--- src/rtl/adpcm_code_packer_if.sv ---
// Word stream between the ADPCM code packer and the storage/transport side.
// The packer drives the master modport; the consumer uses the slave modport.
interface adpcm_code_packer_if;
  logic        word_valid;
  logic [15:0] word_data;
  logic        word_ready;

  modport master (
    output word_valid,
    output word_data,
    input  word_ready
  );

  modport slave (
    input  word_valid,
    input  word_data,
    output word_ready
  );
endinterface

--- src/rtl/adpcm_code_packer.sv ---
// Packs 4-bit ADPCM codes into 16-bit words and buffers them in a FWFT FIFO.
// Define ADPCM_PACK_CNT_EN to add the word_cnt popped-word counter output.
module adpcm_code_packer #(
  parameter int         FIFO_DEPTH = 8,
  parameter logic [3:0] PAD_NIBBLE = 4'h0
) (
  input  logic clk,
  input  logic reset,
  input  logic code_valid,
  input  logic [3:0] code,
  input  logic flush,
  adpcm_code_packer_if.master word,
  output logic [$clog2(FIFO_DEPTH):0] fill_level,
`ifdef ADPCM_PACK_CNT_EN
  output logic [15:0] word_cnt,
`endif
  output logic overflow
);

  localparam int AW = $clog2(FIFO_DEPTH);
  localparam int CW = AW + 1;

  typedef logic [AW-1:0] ptr_t;
  typedef logic [CW-1:0] cnt_t;

  logic [1:0]  idx;
  logic [15:0] asm_q;
  logic [15:0] mem [FIFO_DEPTH];
  ptr_t        wr_ptr;
  ptr_t        rd_ptr;
  cnt_t        count;
  logic        valid_q;
  logic [15:0] data_q;

  logic [15:0] asm_in;
  logic [15:0] padded;
  logic [15:0] push_word;
  logic [15:0] head_n;
  logic [1:0]  idx_n;
  logic        complete;
  logic        flush_word;
  logic        push;
  logic        pop;
  logic        full;
  logic        push_ok;
  logic        drop;
  ptr_t        rd_n;
  cnt_t        count_n;

  assign word.word_valid = valid_q;
  assign word.word_data  = data_q;
  assign fill_level      = count;

  always_comb begin
    asm_in = asm_q;
    if (code_valid)
      asm_in[{idx, 2'b00} +: 4] = code;
    idx_n    = idx + {1'b0, code_valid};
    complete = code_valid && (idx == 2'd3);

    // Nibbles at or above the post-code index were never written.
    padded = asm_in;
    for (int i = 0; i < 4; i++)
      if (2'(i) >= idx_n)
        padded[i*4 +: 4] = PAD_NIBBLE;

    flush_word = flush && (idx_n != 2'd0);
    push       = complete || flush_word;
    push_word  = complete ? asm_in : padded;

    pop     = valid_q && word.word_ready;
    full    = (count == cnt_t'(FIFO_DEPTH));
    push_ok = push && (!full || pop);
    drop    = push && full && !pop;
    rd_n    = rd_ptr + ptr_t'(pop);
    count_n = count + cnt_t'(push_ok) - cnt_t'(pop);

    // A push into the slot the head is moving to bypasses the array.
    if (push_ok && (rd_n == wr_ptr))
      head_n = push_word;
    else
      head_n = mem[rd_n];
  end

  always_ff @(posedge clk or negedge reset) begin
    if (!reset) begin
      idx      <= '0;
      asm_q    <= '0;
      wr_ptr   <= '0;
      rd_ptr   <= '0;
      count    <= '0;
      valid_q  <= 1'b0;
      data_q   <= '0;
      overflow <= 1'b0;
      for (int i = 0; i < FIFO_DEPTH; i++)
        mem[i] <= '0;
    end else begin
      idx     <= push ? 2'd0 : idx_n;
      asm_q   <= push ? 16'h0 : asm_in;
      if (push_ok)
        mem[wr_ptr] <= push_word;
      wr_ptr  <= wr_ptr + ptr_t'(push_ok);
      rd_ptr  <= rd_n;
      count   <= count_n;
      valid_q <= (count_n != '0);
      data_q  <= head_n;
      if (drop)
        overflow <= 1'b1;
    end
  end

`ifdef ADPCM_PACK_CNT_EN
  always_ff @(posedge clk or negedge reset) begin
    if (!reset)
      word_cnt <= '0;
    else if (pop)
      word_cnt <= word_cnt + 16'd1;
  end
`endif

endmodule

--- src/flat_wrapper.sv ---
// flat-port wrapper written by rule: the top's interface ports become plain ports
module adpcm_code_packer_flat 
#(
  parameter int         FIFO_DEPTH = 8,
  parameter logic [3:0] PAD_NIBBLE = 4'h0
)
  (clk, reset, code_valid, code, flush, fill_level, overflow, word_word_valid, word_word_data, word_word_ready);
  adpcm_code_packer_if word_i ();
  input  logic clk;
  input  logic reset;
  input  logic code_valid;
  input  logic [3:0] code;
  input  logic flush;
  output logic [$clog2(FIFO_DEPTH):0] fill_level;
  output logic overflow;
  output wire logic [$bits(word_i.word_valid)-1:0] word_word_valid;
  output wire logic [$bits(word_i.word_data)-1:0] word_word_data;
  input wire logic [$bits(word_i.word_ready)-1:0] word_word_ready;
  assign word_word_valid = word_i.word_valid;
  assign word_word_data = word_i.word_data;
  assign word_i.word_ready = word_word_ready;
  adpcm_code_packer #(.FIFO_DEPTH(FIFO_DEPTH), .PAD_NIBBLE(PAD_NIBBLE)) u_core (.clk(clk), .reset(reset), .code_valid(code_valid), .code(code), .flush(flush), .word(word_i), .fill_level(fill_level), .overflow(overflow));
endmodule
--- config.mk ---
export PLATFORM = sky130hd
export DESIGN_NAME = adpcm_code_packer_flat
export DESIGN_NICKNAME = d
export VERILOG_FILES = /design/src/rtl/adpcm_code_packer_if.sv /design/src/rtl/adpcm_code_packer.sv /design/src/flat_wrapper.sv
export SDC_FILE = /design/constraint.sdc
export NUM_CORES = 1
export LEC_CHECK = 0
export BUFFER_PORTS_ARGS = -buffer_cell sky130_fd_sc_hd__buf_2
export CAP_MARGIN = 20
export CELL_PAD_IN_SITES_DETAIL_PLACEMENT = 0
export CELL_PAD_IN_SITES_GLOBAL_PLACEMENT = 1
export CORE_ASPECT_RATIO = 0.5
export CORE_MARGIN = 2
export CORE_UTILIZATION = 45
export CTS_CLUSTER_DIAMETER = 40
export DETAILED_ROUTE_END_ITERATION = 10
export PLACE_DENSITY_LB_ADDON = 0.08
export RECOVER_POWER = 100
export SYNTH_ARGS = -nofsm -noshare
export SYNTH_HDL_FRONTEND = slang
export SYNTH_SLANG_ARGS = --single-unit
--- constraint.sdc ---
create_clock -name clk -period 2.65 [get_ports clk]
set_input_delay 0.53 -clock clk [delete_from_list [all_inputs] [get_ports clk]]
set_output_delay 0.53 -clock clk [all_outputs]
set_load 0.01 [all_outputs]
==> metrics <==
TritonCTS Buffers 17; Worst Hold Launch flush; grt total ovfl 0; footprint of the multi-input gates 3573 um^2; Post-Synthesis Cells 616; CP Class flop to flop; CP required 2950 ps; CTS root buf clkbuf_16; netlist area before placement 8049 um^2; DR vias/cell 5.508; Initial Util 46.15%; met3 Usage GRT 4.452%; GRT busiest layer met2; Worst path depth 9; Design Power 9883 uW; site row count 34; ant diodes 0; placed cells 897; EDFF count, synth 0; HP Class primary input to flop; critical path's slowest cell fa_1; I/O pin count 31; Die Ht 98.57 um; highest-count cells in the layout ignoring fill and taps dfrtp_1 (170), mux2_2 (140), mux2i_1 (68); ranking of synthesized cells by area dfrtp_1 (53%), mux2_2 (20%), mux2i_1 (8.5%); clock skew 11.00 ps; clock slew at reported path FFs 70 ps; setup bufs post-CTS 0; largest area contributor in the netlist dfrtp_1; ys async rst share 100.0%; met2 GRT Util 33.27%; Finished Layout Cells 929; dpl ws -130.1 ps; synthesized net count 640; CP startpoint u_core.idx[0]; Crit path buffers/inverters 2; syn_area_per_cell 13.07 um^2; global-route met1 utilization 32.00%; flops & latches, synth 170; FF-to-FF setup slack 100 ps; RSZ-0062 raised after global routing no; P_int 6353 uW; Tmin final 2550 ps; reg-to-reg endpoint u_core.word.word_valid; worst-case clock buffer depth 2; Final ANT Viol Nets 0; largest net degree at the start of global routing 61; WHS Path Cells 2; residual DRC count 0; fmax 392.2 MHz; peak supply drop 550.7 uV; via count 5117; CTS tree yes; crit-path cells ha_4 > xnor2_4 > a21oi_4 > and2_4 > ha_4 > inv_1 > fa_1 > inv_1 > or4_1; switching share of power 35.72%; DRT iter0 DRCs 176; initial antenna violation count 0; setup_tns 0 ps; global-route usage over all layers 21.71%; Yosys cell types 38; delay of the slowest critical-path stage 480 ps; Reg power frac 33.4%; CP Max Fanout 3; Slew Viols, Final 0; hold_buf cts 0; die width 193.1 um; max-cap violations 0; Layout Nets 706; sequential share of the synthesized area 52.85%; Synthesis Warnings 0; proportion of layout cells with a drive suffix above 1 35.54%; commonest non-fill, non-tap cell in the layout dfrtp_1; number of H-tree levels 4; most common flop cell mapped by yosys dfrtp_1; gpl congestion 0.7570; final wirelength 19050 um; number of global-route vias before repair 5441; post-layout util 53.43%; FF+latch area 4254 um^2; power share of the clock group 25.6%; Final Hold Fails 0; Setup crit end kind flop; first-pass GRT wire length 30840 um; Critical Path AT 2850 ps; Detail Placement HPWL 12640 um; Hold Crit Endpoint u_core.idx[1]; Combinational Power Share 40.9%; Startpoint Class flop; # resized after CTS 0; TritonCTS sink count 170; drt pass-1 iters 4; Period Utilization, post-route 96.21%; Area Overhead vs Synth 15.78%; Final WS setup 100.4 ps; pwr/cell area 1061 nW/um^2; Worst Reg-to-Reg Cells 9; # setup viols final 0; # port buffers 30; switching power total 3530 uW; Skew-Pair Late Insertion Delay 420 ps; leakage power 0.004662 uW; die area 19040 um^2; core box area 17440 um^2; fill cell count 1544; outcome finished clean; Slew HR 11.38%; reg-to-reg startpoint u_core.idx[0]; Synth top area share 52.85%; WL/cell 20.51 um; crit-path leading delay family adder cells; worst-margin pin slew 1329 ps
-- logic make-up (layout without fill, tap and decap cells) --
family / Yosys count / count (layout) / synth area share (%)
mux: 208 / 208 / 28.04
flops: 170 / 170 / 52.85
simple gates: 145 / 145 / 10.48
buf+inv: 49 / 128 / 3.047
compound gates: 20 / 20 / 1.990
fa+ha+maj: 15 / 15 / 2.425
xor+xnor: 9 / 9 / 1.166
-- per-stage QoR --
stage | instance area [um^2] | hold slack, ps
after global placement | 8852 | 485.2
after CTS | 9454 | 63.31
after global routing | 9319 | 311.6
after detailed placement | 8852 | 492.1
after floorplan | 8099 | 234.4
final | 9319 | 318.2
-- area by class of cell --
type / instances / share of cell area (%)
clock buffer: 18 / 4.713
clock inverter: 14 / 1.745
inverter: 11 / 0.4431
multi-input combinational: 397 / 38.35
sequential: 170 / 45.65
tap: 234 / 3.142
timing repair buffer: 85 / 5.961
-- sequential cells by signal, summed over array words and instances (netlist names) --
register                flops
u_core.word.word_data      16
u_core.fill_level           4
u_core.wr_ptr               3
u_core.asm_q               12
u_core.word.word_valid      1
u_core.mem                128
u_core.rd_ptr               3
u_core.overflow             1
u_core.idx                  2
-- per-layer routing --
metal	share of wire, %	up-vias
met1	51	2646
met5	0	-
met3	4.5	12
met2	44	88
met4	0.85	0
li1	-	2371
-- power groups by stage --
stage | clock network [uW] | registers, uW | logic (uW)
finish | 2530 | 3300 | 4050
global route | 2730 | 3350 | 4430
CTS | 2600 | 3300 | 4200
detailed placement | 0 | 3350 | 4160
global placement | 0 | 3350 | 4160
floorplan | 0 | 3330 | 2650
-- how the worst max path moves through the flow --
stage	to	slack [ps]
6_report	u_core.word.word_valid	100
5_1_grt	u_core.mem[0]	3
4_1_cts	u_core.word.word_valid	70
3_5_place_dp	u_core.word.word_valid	-130
3_3_place_gp	u_core.word.word_valid	-110
2_1_floorplan	u_core.word.word_valid	-70
-- Yosys cell counts, types with 2 or more instances --
| cell | count |
|---|---|
| nor2b_1 | 2 |
| nand4_2 | 3 |
| nor3_1 | 3 |
| a32oi_1 | 8 |
| and4_1 | 12 |
| xor2_1 | 4 |
| inv_1 | 11 |
| and2_1 | 9 |
| nand4b_2 | 3 |
| clkbuf_1 | 19 |
| xnor2_1 | 4 |
| a22oi_1 | 4 |
| mux2_2 | 140 |
| buf_4 | 3 |
| nand3_2 | 3 |
| a21oi_1 | 4 |
| mux2i_1 | 68 |
| nand2_1 | 8 |
| ha_1 | 14 |
| dfrtp_1 | 170 |
| buf_6 | 5 |
| nand3_1 | 64 |
| nor2_1 | 27 |
| nand4_1 | 4 |
| buf_2 | 10 |
| and3b_1 | 2 |
-- worst register-to-register path, stage by stage, from the launching register on --
cell     delay [ps]
dfrtp_1         430
ha_4            200
xnor2_4         140
a21oi_4         270
and2_4          220
ha_4            120
inv_1            40
fa_1            480
inv_1            50
or4_1           480
Power figures use the tool's default switching activity.
